$ cat src/rtl/core_sequencer.sv
// core_sequencer: control sequencer for the attention core.
// Each run loads n_q query vectors and col key rows from the external stream.
// It then pre-loads the kernel, executes n_q queries and drains the output FIFO
// into pmem. An optional normalisation pass (NACC then NDIV) can follow.
//
// Optional feature macro: SEQ_NORM_EN (adds the NACC/NDIV normalisation states).
//
// Ports:
//   clk        in   sole clock, rising edge
//   reset      in   synchronous, active-low reset
//   start      in   one-cycle run request, honoured only in IDLE
//   n_q        in   query count (1..2^addr_w), captured on an accepted start
//   mem_valid  in   external mem_in word present this cycle
//   fifo_valid in   output FIFO holds a complete row
//   mem_ready  out  mem_in is consumed this cycle when mem_valid is high
//   inst       out  registered core instruction word
//   busy       out  high in every state except IDLE
//   done       out  registered one-cycle pulse marking the end of a run
//   err        out  registered one-cycle pulse for a rejected start
module core_sequencer #(
    parameter int col    = 8,
    parameter int addr_w = 4,
    parameter int inst_w = 12 + 2 * addr_w
) (
    input  logic              clk,
    input  logic              reset,
    input  logic              start,
    input  logic [addr_w:0]   n_q,
    input  logic              mem_valid,
    input  logic              fifo_valid,
    output logic              mem_ready,
    output logic [inst_w-1:0] inst,
    output logic              busy,
    output logic              done,
    output logic              err
);

    localparam int cw     = addr_w + 1;
    localparam int qk_lsb = addr_w + 8;
    localparam int pm_lsb = 8;

    localparam int b_get_sum  = inst_w - 1;
    localparam int b_div      = inst_w - 2;
    localparam int b_acc      = inst_w - 3;
    localparam int b_ofifo_rd = inst_w - 4;
    localparam int b_execute  = 7;
    localparam int b_kload    = 6;
    localparam int b_qmem_rd  = 5;
    localparam int b_qmem_wr  = 4;
    localparam int b_kmem_rd  = 3;
    localparam int b_kmem_wr  = 2;
    localparam int b_pmem_rd  = 1;
    localparam int b_pmem_wr  = 0;

    localparam logic [cw-1:0] col_c  = cw'(col);
    localparam logic [cw-1:0] one_c  = cw'(1);
    localparam logic [cw-1:0] max_nq = {1'b1, {addr_w{1'b0}}};

`ifdef SEQ_NORM_EN
    typedef enum logic [3:0] {
        IDLE, LDQ, LDK, KLOAD, EXEC, DRAIN, NACC, NDIV, DONE
    } state_t;
`else
    typedef enum logic [3:0] {
        IDLE, LDQ, LDK, KLOAD, EXEC, DRAIN, DONE
    } state_t;
`endif

    state_t            state, next_state;
    logic [cw-1:0]     cnt, next_cnt;
    logic [cw-1:0]     nq_reg, next_nq;
    logic [inst_w-1:0] next_inst;
    logic              next_done, next_err;

`ifdef SEQ_NORM_EN
    // Normalisation walks two steps per row, so the last step index is 2*n_q-1.
    logic [cw:0] last_step;
    assign last_step = {nq_reg, 1'b0} - {1'b0, one_c};
`endif

    assign busy      = (state != IDLE);
    assign mem_ready = (state == LDQ) || (state == LDK);

    always_ff @(posedge clk) begin
        if (!reset) begin
            state  <= IDLE;
            cnt    <= '0;
            nq_reg <= '0;
            inst   <= '0;
            done   <= 1'b0;
            err    <= 1'b0;
        end else begin
            state  <= next_state;
            cnt    <= next_cnt;
            nq_reg <= next_nq;
            inst   <= next_inst;
            done   <= next_done;
            err    <= next_err;
        end
    end

    // Each state computes the instruction word to be registered on the coming
    // edge. Every state change clears cnt so each phase addresses from 0.
    always_comb begin
        next_state = state;
        next_cnt   = cnt;
        next_nq    = nq_reg;
        next_inst  = '0;
        next_done  = 1'b0;
        next_err   = 1'b0;
        case (state)
            IDLE: begin
                if (start) begin
                    if (n_q == '0 || n_q > max_nq) begin
                        next_err = 1'b1;
                    end else begin
                        next_nq    = n_q;
                        next_cnt   = '0;
                        next_state = LDQ;
                    end
                end
            end
            LDQ: begin
                if (mem_valid) begin
                    next_inst[b_qmem_wr]           = 1'b1;
                    next_inst[qk_lsb +: addr_w]    = cnt[addr_w-1:0];
                    if (cnt == nq_reg - one_c) begin
                        next_cnt   = '0;
                        next_state = LDK;
                    end else begin
                        next_cnt = cnt + one_c;
                    end
                end
            end
            LDK: begin
                if (mem_valid) begin
                    next_inst[b_kmem_wr]           = 1'b1;
                    next_inst[qk_lsb +: addr_w]    = cnt[addr_w-1:0];
                    if (cnt == col_c - one_c) begin
                        next_cnt   = '0;
                        next_state = KLOAD;
                    end else begin
                        next_cnt = cnt + one_c;
                    end
                end
            end
            // The extra cycle past col covers the one-cycle kmem read latency.
            KLOAD: begin
                next_inst[b_kload] = 1'b1;
                if (cnt < col_c) begin
                    next_inst[b_kmem_rd]        = 1'b1;
                    next_inst[qk_lsb +: addr_w] = cnt[addr_w-1:0];
                end
                if (cnt == col_c) begin
                    next_cnt   = '0;
                    next_state = EXEC;
                end else begin
                    next_cnt = cnt + one_c;
                end
            end
            EXEC: begin
                next_inst[b_execute] = 1'b1;
                if (cnt < nq_reg) begin
                    next_inst[b_qmem_rd]        = 1'b1;
                    next_inst[qk_lsb +: addr_w] = cnt[addr_w-1:0];
                end
                if (cnt == nq_reg) begin
                    next_cnt   = '0;
                    next_state = DRAIN;
                end else begin
                    next_cnt = cnt + one_c;
                end
            end
            DRAIN: begin
                if (fifo_valid && cnt < nq_reg) begin
                    next_inst[b_ofifo_rd]       = 1'b1;
                    next_inst[b_pmem_wr]        = 1'b1;
                    next_inst[pm_lsb +: addr_w] = cnt[addr_w-1:0];
                    if (cnt == nq_reg - one_c) begin
                        next_cnt   = '0;
`ifdef SEQ_NORM_EN
                        next_state = NACC;
`else
                        next_state = DONE;
`endif
                    end else begin
                        next_cnt = cnt + one_c;
                    end
                end
            end
`ifdef SEQ_NORM_EN
            // cnt[0] selects the read or write half of a row; cnt >> 1 is the row.
            NACC, NDIV: begin
                next_inst[pm_lsb +: addr_w] = cnt[addr_w:1];
                if (!cnt[0]) begin
                    next_inst[b_pmem_rd]  = 1'b1;
                    next_inst[b_get_sum]  = (state == NDIV);
                end else begin
                    next_inst[b_pmem_wr]  = 1'b1;
                    next_inst[b_acc]      = (state == NACC);
                    next_inst[b_div]      = (state == NDIV);
                end
                if ({1'b0, cnt} == last_step) begin
                    next_cnt   = '0;
                    next_state = (state == NACC) ? NDIV : DONE;
                end else begin
                    next_cnt = cnt + one_c;
                end
            end
`endif
            DONE: begin
                next_done  = 1'b1;
                next_cnt   = '0;
                next_state = IDLE;
            end
            default: begin
                next_cnt   = '0;
                next_state = IDLE;
            end
        endcase
    end

endmodule

$ cat config.mk
export PLATFORM = sky130hd
export DESIGN_NAME = core_sequencer
export DESIGN_NICKNAME = d
export VERILOG_FILES = /design/src/rtl/core_sequencer.sv
export SDC_FILE = /design/constraint.sdc
export NUM_CORES = 1
export LEC_CHECK = 0
export CAP_MARGIN = 30
export CORE_ASPECT_RATIO = 0.7
export CORE_MARGIN = 2
export CORE_UTILIZATION = 35
export DETAILED_ROUTE_END_ITERATION = 8
export PLACE_DENSITY = 0.56
export SYNTH_ARGS = -nofsm -noshare
export SYNTH_HDL_FRONTEND = slang
export SYNTH_SLANG_ARGS = --single-unit
$ cat constraint.sdc
create_clock -name clk -period 6.2 [get_ports clk]
set_input_delay 0.93 -clock clk [delete_from_list [all_inputs] [get_ports clk]]
set_output_delay 0.93 -clock clk [all_outputs]
set_load 0.02 [all_outputs]
==> metrics.md <==
| Metric | Value |
|---|---|
| GRT Residual Overflow | 0 |
| Buffer and inverter count on the worst path | 1 |
| Largest net degree at the start of global routing | 18 |
| Area of the multi-input gates | 847 µm² |
| Fin. max-slew vios | 0 |
| Initial Utilization | 36.2% |
| Most instantiated cells after synthesis | 30 x dfxtp_1, 23 x nor2_1, 13 x nand2_1, 12 x inv_1, 9 x nand3_1 |
| Setup repair after global routing missed its margin | false |
| Cell family with most CP delay | simple AND/OR/NAND/NOR gates |
| Cells after DPL | 258 |
| Die footprint | 5030 µm² |
| CP Capture Type | register |
| Max clock buf depth | 2 |
| Lkg Pwr | 0.765 nW |
| CTS Hold Buffers Added | 0 |
| CP endpoint | state[0]$_SDFFE_PN0P_ |
| Peak supply drop | 0.000144 V |
| Cells after Synth | 186 |
| Ant. Diodes | 0 |
| Number of DRC violations after detailed-routing iteration 0 | 115 |
| WS Path Type | primary input to register |
| Detail Route Antenna Nets | 0 |
| Most frequent cell after synthesis | dfxtp_1 |
| Sum of negative setup slack | 0 ns |
| Critical Path Start | n_q[0] |
| Final period utilization | 47.7% |
| Hold Path Depth | 2 |
| Area Overhead vs Synth | 27.4% |
| Non-Filler Instances | 266 |
| Syn Area/Cell | 8.42 µm² |
| I/O pins | 34 |
| Status | finished clean |
| Clock Sinks | 30 |
| Distinct cells, synth | 42 |
| Port-buffer cells | 29 |
| Worst reg2reg endpoint | state[0]$_SDFFE_PN0P_ |
| CP max stage delay | 0.50 ns |
| # rows | 20 |
| Max Cap Viol | 0 |
| Reg2Reg Setup Slack | 3.77 ns |
| WL/cell | 13.5 µm |
| H-tree Lvls | 2 |
| Flip-flop and latch area | 601 µm² |
| Top FF cell, synth | dfxtp_1 |
| CTS tree | yes |
| Sequential-to-total area share from yosys stat | 38.4% |
| FF+latch count, synth | 30 |
| Initial antenna violation count | 0 |
| Final Hold Viols | 0 |
| Cell Area, Placed | 1850 µm² |
| Detailed Place HPWL | 2740 µm |
| Finished Cell Area | 1990 µm² |
| Register-to-Register Path Depth | 7 |
| R2R Path Start | cnt[2]$_SDFFE_PN0P_ |
| WL final | 3580 µm |
| Die height | 60.0 µm |
| Pwr Density | 323 nW/µm² |
| Clk_skew | 0.00689 ns |
| First-pass GRT wire length | 5530 µm |
| Asr flop ratio synth | 0% |
| Max FO, Critical Path | 6 |
| Area leader, netlist | dfxtp_1 |
| Warnings from Yosys | 0 |
| Synth Cell Area | 1570 µm² |
| Final Critical Period | 2.95 ns |
| Largest cells by area after synthesis | dfxtp_1 38%, ha_1 6.4%, nor2_1 5.5% |
| Slew HR | 55.9% |
| Slowest stage cell on the critical path | or3_1 |
| CTS buffer count | 5 |
| Worst setup SP type | primary input |
| Via count | 1397 |
| Number of setup violations in the final report | 0 |
| Worst-Margin Slew | 0.656 ns |
| Hold crit path type | register to register |
| Post-synth top area share | 38.4% |
| First-pass detailed-route iteration total | 4 |
| Via/cell ratio | 5.25 |
| DIE WIDTH | 83.9 µm |
| CTS root buf | clkbuf_8 |
| Crit path DAT | 3.13 ns |
| Post-synth EDFFs | 0 |
| # DRC | 0 |
| Core region area | 4330 µm² |
| Clock transition at the registers of the reported paths | 0.07 ns |
| CTS resizes | 0 |
| Final net count | 228 |
| # fillers | 412 |
| Crit-path cells | clkdlybuf4s50_1, nor4_2, xnor2_1, a311oi_1, or3_1, nor3_1, mux2_2 |
| Critical Path Stages | 7 |
| Setup bufs post-CTS | 0 |
| Max reg flops | 15 |
| Fmax | 338 MHz |
| Share of layout cells above drive strength 1 | 6.64% |
| Worst-Skew Late Latency | 0.29 ns |
| GRT Util Overall | 14.5% |
| Number of global-route vias before repair | 1201 |
| Min-delay src | cnt[0]$_SDFFE_PN0P_ |
| Routability congestion estimate | 0.827 |
| WP data required | 6.38 ns |
how the worst min path moves through the flow:
stage | to | slack, ns
after CTS | cnt[0]$_SDFFE_PN0P_ | 0.52
after global placement | inst[12]$_SDFF_PN0_ | 0.53
after global routing | inst[12]$_SDFF_PN0_ | 0.56
after floorplan | cnt[0]$_SDFFE_PN0P_ | 0.47
after detailed placement | cnt[0]$_SDFFE_PN0P_ | 0.50
final | cnt[0]$_SDFFE_PN0P_ | 0.53
cells in the final DEF (no fill, tap or decap), types with 2 or more instances in the layout:
cell,instances
a211oi_1,2
a21oi_1,5
a31o_2,2
a31oi_1,5
and2_1,6
and3_1,2
bufinv_16,2
clkbuf_8,6
clkdlybuf4s50_1,29
conb_1,4
dfxtp_1,30
ha_1,8
inv_1,12
mux2i_1,5
nand2_1,13
nand2b_1,2
nand3_1,9
nand4_1,3
nor2_1,23
nor3_1,8
o211ai_1,7
o21a_1,2
o21ai_0,2
xnor2_1,5
xor2_1,2
power breakdown:
group,total (W),switching (W),internal [W]
registers,0.000224,0.0000202,0.000204
logic,0.000171,0.000101,0.0000705
clock network,0.000249,0.0000775,0.000171
total,0.000644,0.000199,0.000446
cell families after synthesis:
kind of cell / count (synthesis) / synth area share, %
simple gates: 74 / 23.6
compound gates: 33 / 15.3
flops: 30 / 38.4
buf+inv: 27 / 8.23
fa+ha+maj: 8 / 6.40
xor+xnor: 7 / 3.92
mux: 6 / 3.92
other cells: 1 / 0.240
final cells by class:
class | count | area share [%]
clock buffer | 6 | 4.14
clock inverter | 2 | 3.01
inverter | 12 | 2.26
multi-input combinational | 132 | 42.5
sequential | 30 | 30.1
tap | 55 | 3.45
timing repair buffer | 29 | 14.6
metrics by stage:
step           utilization (%)  total power [W]  worst slack [ns]  hold slack (ns)
2_1_floorplan                -         0.000351              3.52            0.474
3_3_place_gp              42.8         0.000397              2.99            0.533
3_5_place_dp              42.8         0.000398              2.94            0.504
4_1_cts                   46.1         0.000646              3.24            0.525
5_1_grt                   46.1         0.000675              3.06            0.558
6_report                  46.1         0.000644              3.25            0.528
worst min-delay path, cell delays in order (launching register included):
cell and delay [ns]:
dfxtp_1 0.35, nand2_1 0.07, a21oi_1 0.06
per-layer routing:
metal | vias up | global-route usage (%) | wire, µm
li1 | 691 | - | -
met1 | 635 | 18.5 | 1640
met2 | 60 | 22.5 | 1600
met3 | 11 | 4.01 | 259
met4 | 0 | 8.29 | 81
met5 | - | 0 | 0
(Power assumes the default switching activity.)
